[config.mk]
export PLATFORM = sky130hd
export DESIGN_NAME = lsu_ctrl
export DESIGN_NICKNAME = d
export VERILOG_FILES = /design/src/rtl/lsu_pkg.sv /design/src/rtl/lsu_load_ext.sv /design/src/rtl/lsu_ctrl.sv
export SDC_FILE = /design/constraint.sdc
export NUM_CORES = 1
export LEC_CHECK = 0
export ABC_AREA = 1
export CORE_ASPECT_RATIO = 0.9
export CORE_MARGIN = 2
export CORE_UTILIZATION = 38
export CTS_BUF_LIST = sky130_fd_sc_hd__clkbuf_4
export CTS_CLUSTER_SIZE = 12
export DETAILED_ROUTE_END_ITERATION = 12
export HOLD_SLACK_MARGIN = 0.15
export PLACE_DENSITY = 0.72
export SLEW_MARGIN = 20
export SYNTH_ARGS = -nofsm -noshare
export SYNTH_HDL_FRONTEND = slang
export SYNTH_HIERARCHICAL = 1
export SYNTH_SLANG_ARGS = --single-unit
[constraint.sdc]
create_clock -name clk -period 3.7 [get_ports clk]
set_input_delay 0.555 -clock clk [delete_from_list [all_inputs] [get_ports clk]]
set_output_delay 0.555 -clock clk [all_outputs]
set_load 0.02 [all_outputs]
[src/rtl/lsu_pkg.sv]
// lsu_pkg: shared constants and types for the load/store unit.
// Width codes, memory access modes and controller states.
package lsu_pkg;

  localparam logic [2:0] F3_B  = 3'b000;
  localparam logic [2:0] F3_H  = 3'b001;
  localparam logic [2:0] F3_W  = 3'b010;
  localparam logic [2:0] F3_BU = 3'b100;
  localparam logic [2:0] F3_HU = 3'b101;

  localparam logic [2:0] MEM_BYTE = 3'b000;
  localparam logic [2:0] MEM_WORD = 3'b010;

  typedef enum logic [1:0] {
    S_IDLE,
    S_ACCESS,
    S_RESP
  } state_e;

  // Stores only exist for B/H/W; loads add BU/HU.
  function automatic logic f3_legal(input logic we,
                                    input logic [2:0] f3);
    logic ok;
    ok = 1'b0;
    unique case (f3)
      F3_B, F3_H, F3_W: ok = 1'b1;
      F3_BU, F3_HU:     ok = ~we;
      default:          ok = 1'b0;
    endcase
    return ok;
  endfunction

endpackage

[src/rtl/lsu_load_ext.sv]
// lsu_load_ext: sign/zero extension of an assembled load word.
// Purely combinational; selects width from funct3.
module lsu_load_ext
  import lsu_pkg::*;
(
  input  logic [31:0] word_i,
  input  logic [2:0]  funct3_i,
  output logic [31:0] data_o
);

  // Extend the low byte/half according to the width code.
  always_comb begin
    data_o = word_i;
    unique case (funct3_i)
      F3_B:    data_o = {{24{word_i[7]}}, word_i[7:0]};
      F3_H:    data_o = {{16{word_i[15]}}, word_i[15:0]};
      F3_BU:   data_o = {24'b0, word_i[7:0]};
      F3_HU:   data_o = {16'b0, word_i[15:0]};
      default: data_o = word_i;
    endcase
  end

endmodule

[src/rtl/lsu_ctrl.sv]
// lsu_ctrl: load/store initiator toward word-organised data memory.
// Splits misaligned/narrow accesses into little-endian byte accesses.
module lsu_ctrl
  import lsu_pkg::*;
#(
  parameter int DATA_WIDTH = 32,
  parameter int ADDR_WIDTH = 32
) (
  input  logic                  clk,
  input  logic                  reset,
  input  logic                  req_valid,
  output logic                  req_ready,
  input  logic                  req_we,
  input  logic [2:0]            req_funct3,
  input  logic [ADDR_WIDTH-1:0] req_addr,
  input  logic [DATA_WIDTH-1:0] req_wdata,
  output logic                  resp_valid,
  input  logic                  resp_ready,
  output logic [DATA_WIDTH-1:0] resp_rdata,
  output logic                  resp_err,
  output logic                  mem_wr_en,
  output logic [ADDR_WIDTH-1:0] mem_addr,
  output logic [DATA_WIDTH-1:0] mem_wr_data,
  output logic [2:0]            mem_funct,
  input  logic [DATA_WIDTH-1:0] mem_rd_data
);

  state_e                state_q, state_d;
  logic                  we_q, we_d;
  logic [2:0]            f3_q, f3_d;
  logic [DATA_WIDTH-1:0] wdata_q, wdata_d;
  logic [1:0]            cnt_q, cnt_d;
  logic [1:0]            last_q, last_d;
  logic [DATA_WIDTH-1:0] word_q, word_d;
  logic                  req_ready_q, req_ready_d;
  logic                  resp_valid_q, resp_valid_d;
  logic [DATA_WIDTH-1:0] resp_rdata_q, resp_rdata_d;
  logic                  resp_err_q, resp_err_d;
  logic                  wr_en_q, wr_en_d;
  logic [ADDR_WIDTH-1:0] mem_addr_q, mem_addr_d;
  logic [DATA_WIDTH-1:0] mem_wr_data_q, mem_wr_data_d;
  logic [2:0]            mem_funct_q, mem_funct_d;

  logic [DATA_WIDTH-1:0] cur_word;
  logic [DATA_WIDTH-1:0] ext_data;
  logic                  req_word;
  logic [1:0]            req_last;
  logic [1:0]            nxt;

  // Merge this cycle's read data into the load assembly word.
  always_comb begin
    cur_word = word_q;
    if (mem_funct_q == MEM_WORD)
      cur_word = mem_rd_data;
    else
      cur_word[{cnt_q, 3'b000} +: 8] = mem_rd_data[7:0];
  end

  lsu_load_ext u_ext (
    .word_i   (cur_word),
    .funct3_i (f3_q),
    .data_o   (ext_data)
  );

  // Access plan for an incoming request: word mode and last index.
  always_comb begin
    req_word = 1'b0;
    req_last = 2'd0;
    unique case (req_funct3)
      F3_W: begin
        req_word = (req_addr[1:0] == 2'b00);
        req_last = req_word ? 2'd0 : 2'd3;
      end
      F3_H, F3_HU: req_last = 2'd1;
      default:     req_last = 2'd0;
    endcase
  end

  // Next-state and registered-output logic of the controller.
  always_comb begin
    state_d       = state_q;
    we_d          = we_q;
    f3_d          = f3_q;
    wdata_d       = wdata_q;
    cnt_d         = cnt_q;
    last_d        = last_q;
    word_d        = word_q;
    req_ready_d   = req_ready_q;
    resp_valid_d  = resp_valid_q;
    resp_rdata_d  = resp_rdata_q;
    resp_err_d    = resp_err_q;
    wr_en_d       = wr_en_q;
    mem_addr_d    = mem_addr_q;
    mem_wr_data_d = mem_wr_data_q;
    mem_funct_d   = mem_funct_q;
    nxt           = cnt_q + 2'd1;
    unique case (state_q)
      S_IDLE: begin
        req_ready_d = 1'b1;
        wr_en_d     = 1'b0;
        if (req_valid) begin
          we_d        = req_we;
          f3_d        = req_funct3;
          wdata_d     = req_wdata;
          cnt_d       = 2'd0;
          last_d      = req_last;
          word_d      = '0;
          req_ready_d = 1'b0;
          if (f3_legal(req_we, req_funct3)) begin
            state_d     = S_ACCESS;
            wr_en_d     = req_we;
            mem_addr_d  = req_addr;
            mem_funct_d = req_word ? MEM_WORD : MEM_BYTE;
            mem_wr_data_d = req_word ? req_wdata :
              {{(DATA_WIDTH-8){1'b0}}, req_wdata[7:0]};
          end else begin
            state_d      = S_RESP;
            resp_valid_d = 1'b1;
            resp_err_d   = 1'b1;
            resp_rdata_d = '0;
          end
        end
      end
      S_ACCESS: begin
        word_d = cur_word;
        if (cnt_q == last_q) begin
          state_d      = S_RESP;
          wr_en_d      = 1'b0;
          resp_valid_d = 1'b1;
          resp_err_d   = 1'b0;
          resp_rdata_d = we_q ? '0 : ext_data;
        end else begin
          cnt_d         = nxt;
          mem_addr_d    = mem_addr_q + 1'b1;
          mem_wr_data_d = {{(DATA_WIDTH-8){1'b0}},
                           wdata_q[{nxt, 3'b000} +: 8]};
        end
      end
      S_RESP: begin
        wr_en_d = 1'b0;
        if (resp_ready) begin
          resp_valid_d = 1'b0;
          req_ready_d  = 1'b1;
          state_d      = S_IDLE;
        end
      end
      default: state_d = S_IDLE;
    endcase
  end

  // State register with synchronous reset.
  always_ff @(posedge clk) begin
    if (reset) begin
      state_q       <= S_IDLE;
      we_q          <= 1'b0;
      f3_q          <= F3_W;
      wdata_q       <= '0;
      cnt_q         <= 2'd0;
      last_q        <= 2'd0;
      word_q        <= '0;
      req_ready_q   <= 1'b1;
      resp_valid_q  <= 1'b0;
      resp_rdata_q  <= '0;
      resp_err_q    <= 1'b0;
      wr_en_q       <= 1'b0;
      mem_addr_q    <= '0;
      mem_wr_data_q <= '0;
      mem_funct_q   <= MEM_WORD;
    end else begin
      state_q       <= state_d;
      we_q          <= we_d;
      f3_q          <= f3_d;
      wdata_q       <= wdata_d;
      cnt_q         <= cnt_d;
      last_q        <= last_d;
      word_q        <= word_d;
      req_ready_q   <= req_ready_d;
      resp_valid_q  <= resp_valid_d;
      resp_rdata_q  <= resp_rdata_d;
      resp_err_q    <= resp_err_d;
      wr_en_q       <= wr_en_d;
      mem_addr_q    <= mem_addr_d;
      mem_wr_data_q <= mem_wr_data_d;
      mem_funct_q   <= mem_funct_d;
    end
  end

  // A reset arriving mid-store suppresses the write of that same cycle.
  assign mem_wr_en   = wr_en_q & ~reset;
  assign req_ready   = req_ready_q;
  assign resp_valid  = resp_valid_q;
  assign resp_rdata  = resp_rdata_q;
  assign resp_err    = resp_err_q;
  assign mem_addr    = mem_addr_q;
  assign mem_wr_data = mem_wr_data_q;
  assign mem_funct   = mem_funct_q;

endmodule

==> impl_metrics.json, run 1 <==
{
  "status": "complete, no violations",
  "fin_cells": 1940,
  "path_cells": "inv_1, ha_1, buf_4, inv_2, a41oi_1, o21ai_0, nand3_4, nand3_1, nand2_1, nand2_1, nand2_1, nor2_1",
  "vias_per_cell": 5.06,
  "cp.arrival_ns": 3.51,
  "period_share_pct": 80.5,
  "irDropWorstVdd_mv": 0.312,
  "wl_um": 28600,
  "initialDrtViolationCount": 769,
  "clk_pin_slew_ns": 0.19,
  "crit_path_end_kind": "flip-flop",
  "drv_cap": 0,
  "crit_top_cell": "nand2_1",
  "via_count": 9821,
  "netSwitchingPower_mw": 3.18,
  "wl_per_cell_um": 14.7,
  "reg2reg_from": "cnt_q[1]$_SDFFE_PP0P_",
  "fin_ws_ns": 0.723,
  "ys_seq_area_share_pct": 38.0,
  "pin_count": 207,
  "synth.distinct_cells": 36,
  "cts_buffers": 17,
  "crit_path_top_delay_cell": "o21ai_0",
  "antenna_found_initial": 3,
  "fin_skew_ns": 0.0337,
  "post-route-drc-count": 0,
  "final_hold_viol_count": 0,
  "clockRootBuffer": "clkbuf_4",
  "holdBufCountCts": 0,
  "gp_congestion": 0.899,
  "hold_path.startpoint": "reset",
  "start_util_pct": 38.3,
  "worstSkewPairLatency_ns": 0.60,
  "coreArea_sq_mm": 0.0241,
  "tns_ns": 0,
  "postLayoutCoreUtil_pct": 48.6,
  "clockBufferDepth": 2,
  "grt.total_usage_pct": 22.1,
  "cp_max_fo": 24,
  "die_y_um": 152,
  "fp-row-count": 54,
  "pwr-share-clk_pct": 17.2,
  "critPathLaunchType": "flip-flop",
  "cts_max_level": 4,
  "p_seq_share_pct": 38.1,
  "syn_area_sq_mm": 0.00921,
  "synth_most_common_cell": "nand2_1",
  "synth_edf_count": 0,
  "synth.largest_area_cell": "dfxtp_1",
  "synthTopCellsByArea": "dfxtp_1 38%, nand2_1 19%, nor2_1 11%, a21oi_1 8.4%, o21ai_0 5.3%",
  "synth_commonest_cells": "473 x nand2_1, 269 x nor2_1, 175 x dfxtp_1, 154 x a21oi_1, 98 x o21ai_0",
  "nNetsFinal": 1731,
  "grt_pass1_vias": 8980,
  "ctsResizeCount": 0,
  "grt_max_degree": 74,
  "max_stage_delay_ns": 0.58,
  "fmax_mhz": 336,
  "min_path_type": "primary input to flip-flop",
  "fp.dieArea_sq_mm": 0.0255,
  "port_buffers": 204,
  "synthFlopType": "dfxtp_1",
  "max_slew_margin_pct": 35.9,
  "p_sw_share_pct": 44.9,
  "fillerInstances": 2490,
  "dp_cells": 1906,
  "cts_tree": "yes",
  "crit_type": "flip-flop to flip-flop",
  "pwr-share-comb_pct": 44.8,
  "slew_viol_final": 0,
  "min_period_ns": 2.98,
  "synth_top_area_share_pct": 38.0,
  "ys_ff_latch": 175,
  "p_leak_nw": 4.48,
  "tightest_slew_ns": 0.958,
  "syn_to_final_growth_pct": 26.8,
  "netlist_instances": 1464,
  "ant_nets": 0,
  "drive_above_1_share_pct": 5.28,
  "async_flop_share_pct": 0,
  "post-cts-setup-buffers": 0,
  "yosys_warnings": 6,
  "rsz0062_at_grt": "false",
  "startpoint": "cnt_q[1]$_SDFFE_PP0P_",
  "finalSetupViolations": 0,
  "die-width_um": 168,
  "dr.pass1.iters": 6,
  "postSynthAreaPerCell_sq_um": 6.29,
  "clock_sinks": 175,
  "overflow": 0,
  "dp_hpwl_um": 20200,
  "place_ws_ns": 0.787,
  "required_ns": 4.24,
  "pwr_density_cell_mw_per_mm2": 606,
  "hold_ws_ns": 0.473,
  "grt_pass1_wl_um": 45400,
  "intPower_mw": 3.90
}
[power groups by stage]
stage	Combinational, mW	Sequential (mW)	Clock (mW)
floorplan	1.76	2.97	0
global placement	3.13	2.72	0
detailed placement	3.16	2.73	0
CTS	3.18	2.69	1.24
global route	3.53	2.75	1.31
finish	3.17	2.69	1.21
[sequential cells by signal, indices dropped and copies added, names as in the netlist]
register / flops
resp_rdata: 32
wr_en_q: 1
mem_wr_data: 32
wdata_q: 32
req_ready: 1
f3_q: 3
word_q: 32
resp_valid: 1
state_q: 2
resp_err: 1
mem_funct: 1
cnt_q: 2
mem_addr: 32
last_q: 2
we_q: 1
[placed cells by master, fill, tap and decap left out, types with 2 or more instances in the layout]
| cell | instances |
|---|---|
| nor2_4 | 3 |
| buf_4 | 20 |
| clkdlybuf4s50_1 | 203 |
| o21a_1 | 2 |
| nand3_1 | 68 |
| o21ai_0 | 98 |
| nand2_2 | 3 |
| inv_8 | 2 |
| or2_2 | 4 |
| inv_2 | 2 |
| nor3_1 | 2 |
| nand3_4 | 2 |
| nand2_1 | 473 |
| a21oi_1 | 154 |
| o22ai_1 | 5 |
| clkinv_1 | 2 |
| conb_1 | 2 |
| nor3_4 | 3 |
| a21oi_2 | 8 |
| inv_1 | 65 |
| ha_1 | 9 |
| nor2_1 | 267 |
| dfxtp_1 | 175 |
| diode_2 | 2 |
| clkbuf_4 | 17 |
| nor2_2 | 2 |
| clkinv_8 | 5 |
| inv_6 | 3 |
| inv_12 | 4 |
| a21boi_0 | 8 |
| nand4_1 | 4 |
[worst paths after layout]
| kind | endpoint | slack, ns | cells past startpoint |
|---|---|---|---|
| setup / recovery | resp_rdata[18]$_SDFFE_PP0P_ | 0.72 | 12 |
| hold / removal | last_q[0]$_SDFFE_PP0P_ | 0.47 | 3 |
| setup reg to reg | resp_rdata[18]$_SDFFE_PP0P_ | 0.72 | 12 |
| hold reg to reg | word_q[4]$_SDFFE_PP0P_ | 0.48 | 2 |
[final cells by class]
type                       instances  area, sq um  share of cell area [%]
timing repair buffer             224         2190                    18.7
clock buffer                      17          128                    1.09
multi-input combinational       1129         5000                    42.8
sequential                       175         3500                    30.0
antenna                            2         5.00                  0.0428
clock inverter                    15          204                    1.75
tap                              308          385                    3.30
inverter                          70          264                    2.26
[critical path, delay by kind of cell, from the launching register on]
family,cells,cell delay [ns]
AOI/OAI and AO/OA,2,0.90
and+or+nand+nor,6,0.80
buffers and inverters,3,0.47
DFF,1,0.45
adders and majority gates,1,0.28
[kinds of logic after synthesis]
| group | synth area share [%] |
|---|---|
| simple gates | 36.3 |
| compound gates | 16.1 |
| flops | 38.0 |
| buf+inv | 7.91 |
| fa+ha+maj | 1.36 |
| xor+xnor | 0.272 |
| other cells | 0.0407 |
[metrics by stage]
stage	cell area, sq um	power, mW
after CTS	11700	7.10
after global placement	11300	5.85
after detailed placement	11300	5.89
after global routing	11700	7.60
final	11700	7.08
after floorplan	9220	4.72
[layer usage]
layer | share of wire, % | vias up | wire length (um) | global-route usage [%]
li1 | - | 4970 | - | -
met4 | 1.5 | 2 | 438 | 5.95
met2 | 44 | 402 | 12500 | 35.4
met5 | 0.046 | - | 13 | 0
met3 | 9.0 | 30 | 2570 | 5.79
met1 | 46 | 4417 | 13100 | 29.7
(Power assumes the default switching activity.)
==> inputs of run 2 (changes only) <==
--- a/config.mk
+++ b/config.mk
@@ -13,7 +13,7 @@
 export CTS_CLUSTER_SIZE = 12
 export DETAILED_ROUTE_END_ITERATION = 12
 export HOLD_SLACK_MARGIN = 0.15
-export PLACE_DENSITY = 0.72
+export PLACE_DENSITY = 0.75
 export SLEW_MARGIN = 20
 export SYNTH_ARGS = -nofsm -noshare
 export SYNTH_HDL_FRONTEND = slang
==> constraint.sdc (replaced) <==
create_clock -name clk -period 2.7 [get_ports clk]
set_input_delay 0.405 -clock clk [delete_from_list [all_inputs] [get_ports clk]]
set_output_delay 0.405 -clock clk [all_outputs]
set_load 0.02 [all_outputs]
==> impl_metrics.json, run 2 (synthesis gave the netlist of run 1 again) <==
{
  "intPower_mw": 5.39,
  "syn_to_final_growth_pct": 26.8,
  "clock_sinks": 175,
  "pwr-share-clk_pct": 15.5,
  "tightest_slew_ns": 0.707,
  "final_common_cell": "nand2_1",
  "coreArea_sq_mm": 0.0241,
  "dr.pass1.iters": 7,
  "nNetsFinal": 1736,
  "clk_pin_slew_ns": 0.16,
  "p_leak_nw": 4.49,
  "clockRootBuffer": "clkbuf_4",
  "wl_um": 28700,
  "start_util_pct": 38.3,
  "initialDrtViolationCount": 904,
  "dp_cells": 1911,
  "path_buf_inv": 2,
  "ctsResizeCount": 0,
  "slew_viol_final": 0,
  "total_power_mw": 9.59,
  "rsz0062_at_grt": "false",
  "cp.arrival_ns": 2.91,
  "pwr_density_cell_mw_per_mm2": 821,
  "port_buffers": 204,
  "status": "complete, no violations",
  "antenna_found_initial": 0,
  "cp_max_fo": 13,
  "irDropWorstVdd_mv": 0.437,
  "fmax_mhz": 417,
  "hold_ws_ns": 0.353,
  "finalSetupViolations": 0,
  "gr-usage-met2_pct": 35.6,
  "min_period_ns": 2.40,
  "wl_per_cell_um": 14.8,
  "grt_pass1_wl_um": 45600,
  "required_ns": 3.22,
  "ant_nets": 0,
  "drive_above_1_share_pct": 5.45,
  "grt_pass1_vias": 9013,
  "fin_ws_ns": 0.304,
  "post-cts-setup-buffers": 0,
  "drv_cap": 0,
  "grt_max_degree": 67,
  "pin_count": 207,
  "pwr-share-comb_pct": 46.0,
  "crit_path_top_delay_cell": "nor3_2",
  "final_hold_viol_count": 0,
  "fin_area_sq_mm": 0.0117,
  "die-width_um": 168,
  "cts_max_level": 4,
  "reg2reg_to": "resp_rdata[27]$_SDFFE_PP0P_",
  "crit_path_end_kind": "flip-flop",
  "whs_endpoint": "mem_wr_data[17]$_SDFFE_PP0P_",
  "rr_worst_depth": 12,
  "fin_skew_ns": 0.0256,
  "cp_top_family": "simple AND/OR/NAND/NOR gates",
  "grt.total_usage_pct": 22.2,
  "post-route-drc-count": 0,
  "dp_hpwl_um": 20200,
  "clockBufferDepth": 2,
  "fp.dieArea_sq_mm": 0.0255,
  "crit_top_cell": "nand2_1",
  "busiest_layer": "met2",
  "p_sw_share_pct": 43.8,
  "placed_cell_area_sq_mm": 0.0114,
  "period_share_pct": 88.7,
  "layout_common_cells": "473 x nand2_1, 267 x nor2_1, 203 x clkdlybuf4s50_1, 175 x dfxtp_1, 154 x a21oi_1",
  "gp_congestion": 0.920,
  "place_ws_ns": 0.378,
  "fin_cells": 1942,
  "worstSkewPairLatency_ns": 0.58,
  "max_slew_margin_pct": 52.9,
  "r2r_slack_ns": 0.30,
  "fp-row-count": 54,
  "n_antenna_cell": 0,
  "cts_tree": "yes",
  "hold_path.startpoint": "reset",
  "reg2reg_from": "cnt_q[1]$_SDFFE_PP0P_",
  "fillerInstances": 2470,
  "whs_path_depth": 3,
  "p_seq_share_pct": 38.5,
  "netSwitchingPower_mw": 4.20,
  "crit_type": "flip-flop to flip-flop",
  "use_met3_pct": 5.27,
  "crit_cells": 12,
  "tns_ns": 0,
  "max_stage_delay_ns": 0.51,
  "holdBufCountCts": 0,
  "grt_use_met1_pct": 29.9,
  "path_cells": "inv_1, ha_1, buf_4, nor3_2, nand2_1, a21oi_1, nand2_1, nand3_1, nand2_1, nand2_1, nand2_1, nor2_1",
  "overflow": 0,
  "vias_per_cell": 5.11,
  "postLayoutCoreUtil_pct": 48.5,
  "via_count": 9919,
  "min_path_type": "primary input to flip-flop",
  "critPathLaunchType": "flip-flop",
  "die_y_um": 152,
  "cts_buffers": 17
}
run 2: worst max path at each step:
stage,from,to,slack [ns]
2_1_floorplan,cnt_q[0]$_SDFFE_PP0P_,resp_rdata[16]$_SDFFE_PP0P_,0.07
3_3_place_gp,cnt_q[1]$_SDFFE_PP0P_,resp_rdata[24]$_SDFFE_PP0P_,0.49
3_5_place_dp,cnt_q[1]$_SDFFE_PP0P_,resp_rdata[27]$_SDFFE_PP0P_,0.38
4_1_cts,mem_funct[1]$_SDFFE_PP1P_,mem_funct[1],0.32
5_1_grt,cnt_q[1]$_SDFFE_PP0P_,resp_rdata[22]$_SDFFE_PP0P_,0.09
6_report,cnt_q[1]$_SDFFE_PP0P_,resp_rdata[27]$_SDFFE_PP0P_,0.30
run 2: layer usage:
| layer | vias up | wire [um] |
|---|---|---|
| li1 | 4978 | - |
| met1 | 4413 | 12900 |
| met2 | 479 | 12400 |
| met3 | 49 | 2820 |
| met4 | 0 | 601 |
| met5 | - | 0 |
run 2: power by group through the flow:
stage	combinational, mW	clock (mW)	sequential [mW]
3_5_place_dp	4.39	0	3.73
2_1_floorplan	2.41	0	4.07
6_report	4.42	1.49	3.69
5_1_grt	4.91	1.62	3.76
4_1_cts	4.41	1.53	3.68
3_3_place_gp	4.34	0	3.72
run 2: area by class of cell:
cell class | count | area [sq um] | area share (%)
Clock buffer | 17 | 128 | 1.09
Clock inverter | 14 | 133 | 1.14
Inverter | 70 | 263 | 2.25
Multi-Input combinational cell | 1129 | 5000 | 42.8
Sequential cell | 175 | 3500 | 30.0
Tap cell | 308 | 385 | 3.30
Timing Repair Buffer | 229 | 2260 | 19.4
run 2: worst reg2reg max path, stage by stage (launching register included):
cell     delay, ns
dfxtp_1       0.44
inv_1         0.11
ha_1          0.31
buf_4         0.19
nor3_2        0.52
nand2_1       0.11
a21oi_1       0.21
nand2_1       0.08
nand3_1       0.09
nand2_1       0.06
nand2_1       0.08
nand2_1       0.05
nor2_1        0.10
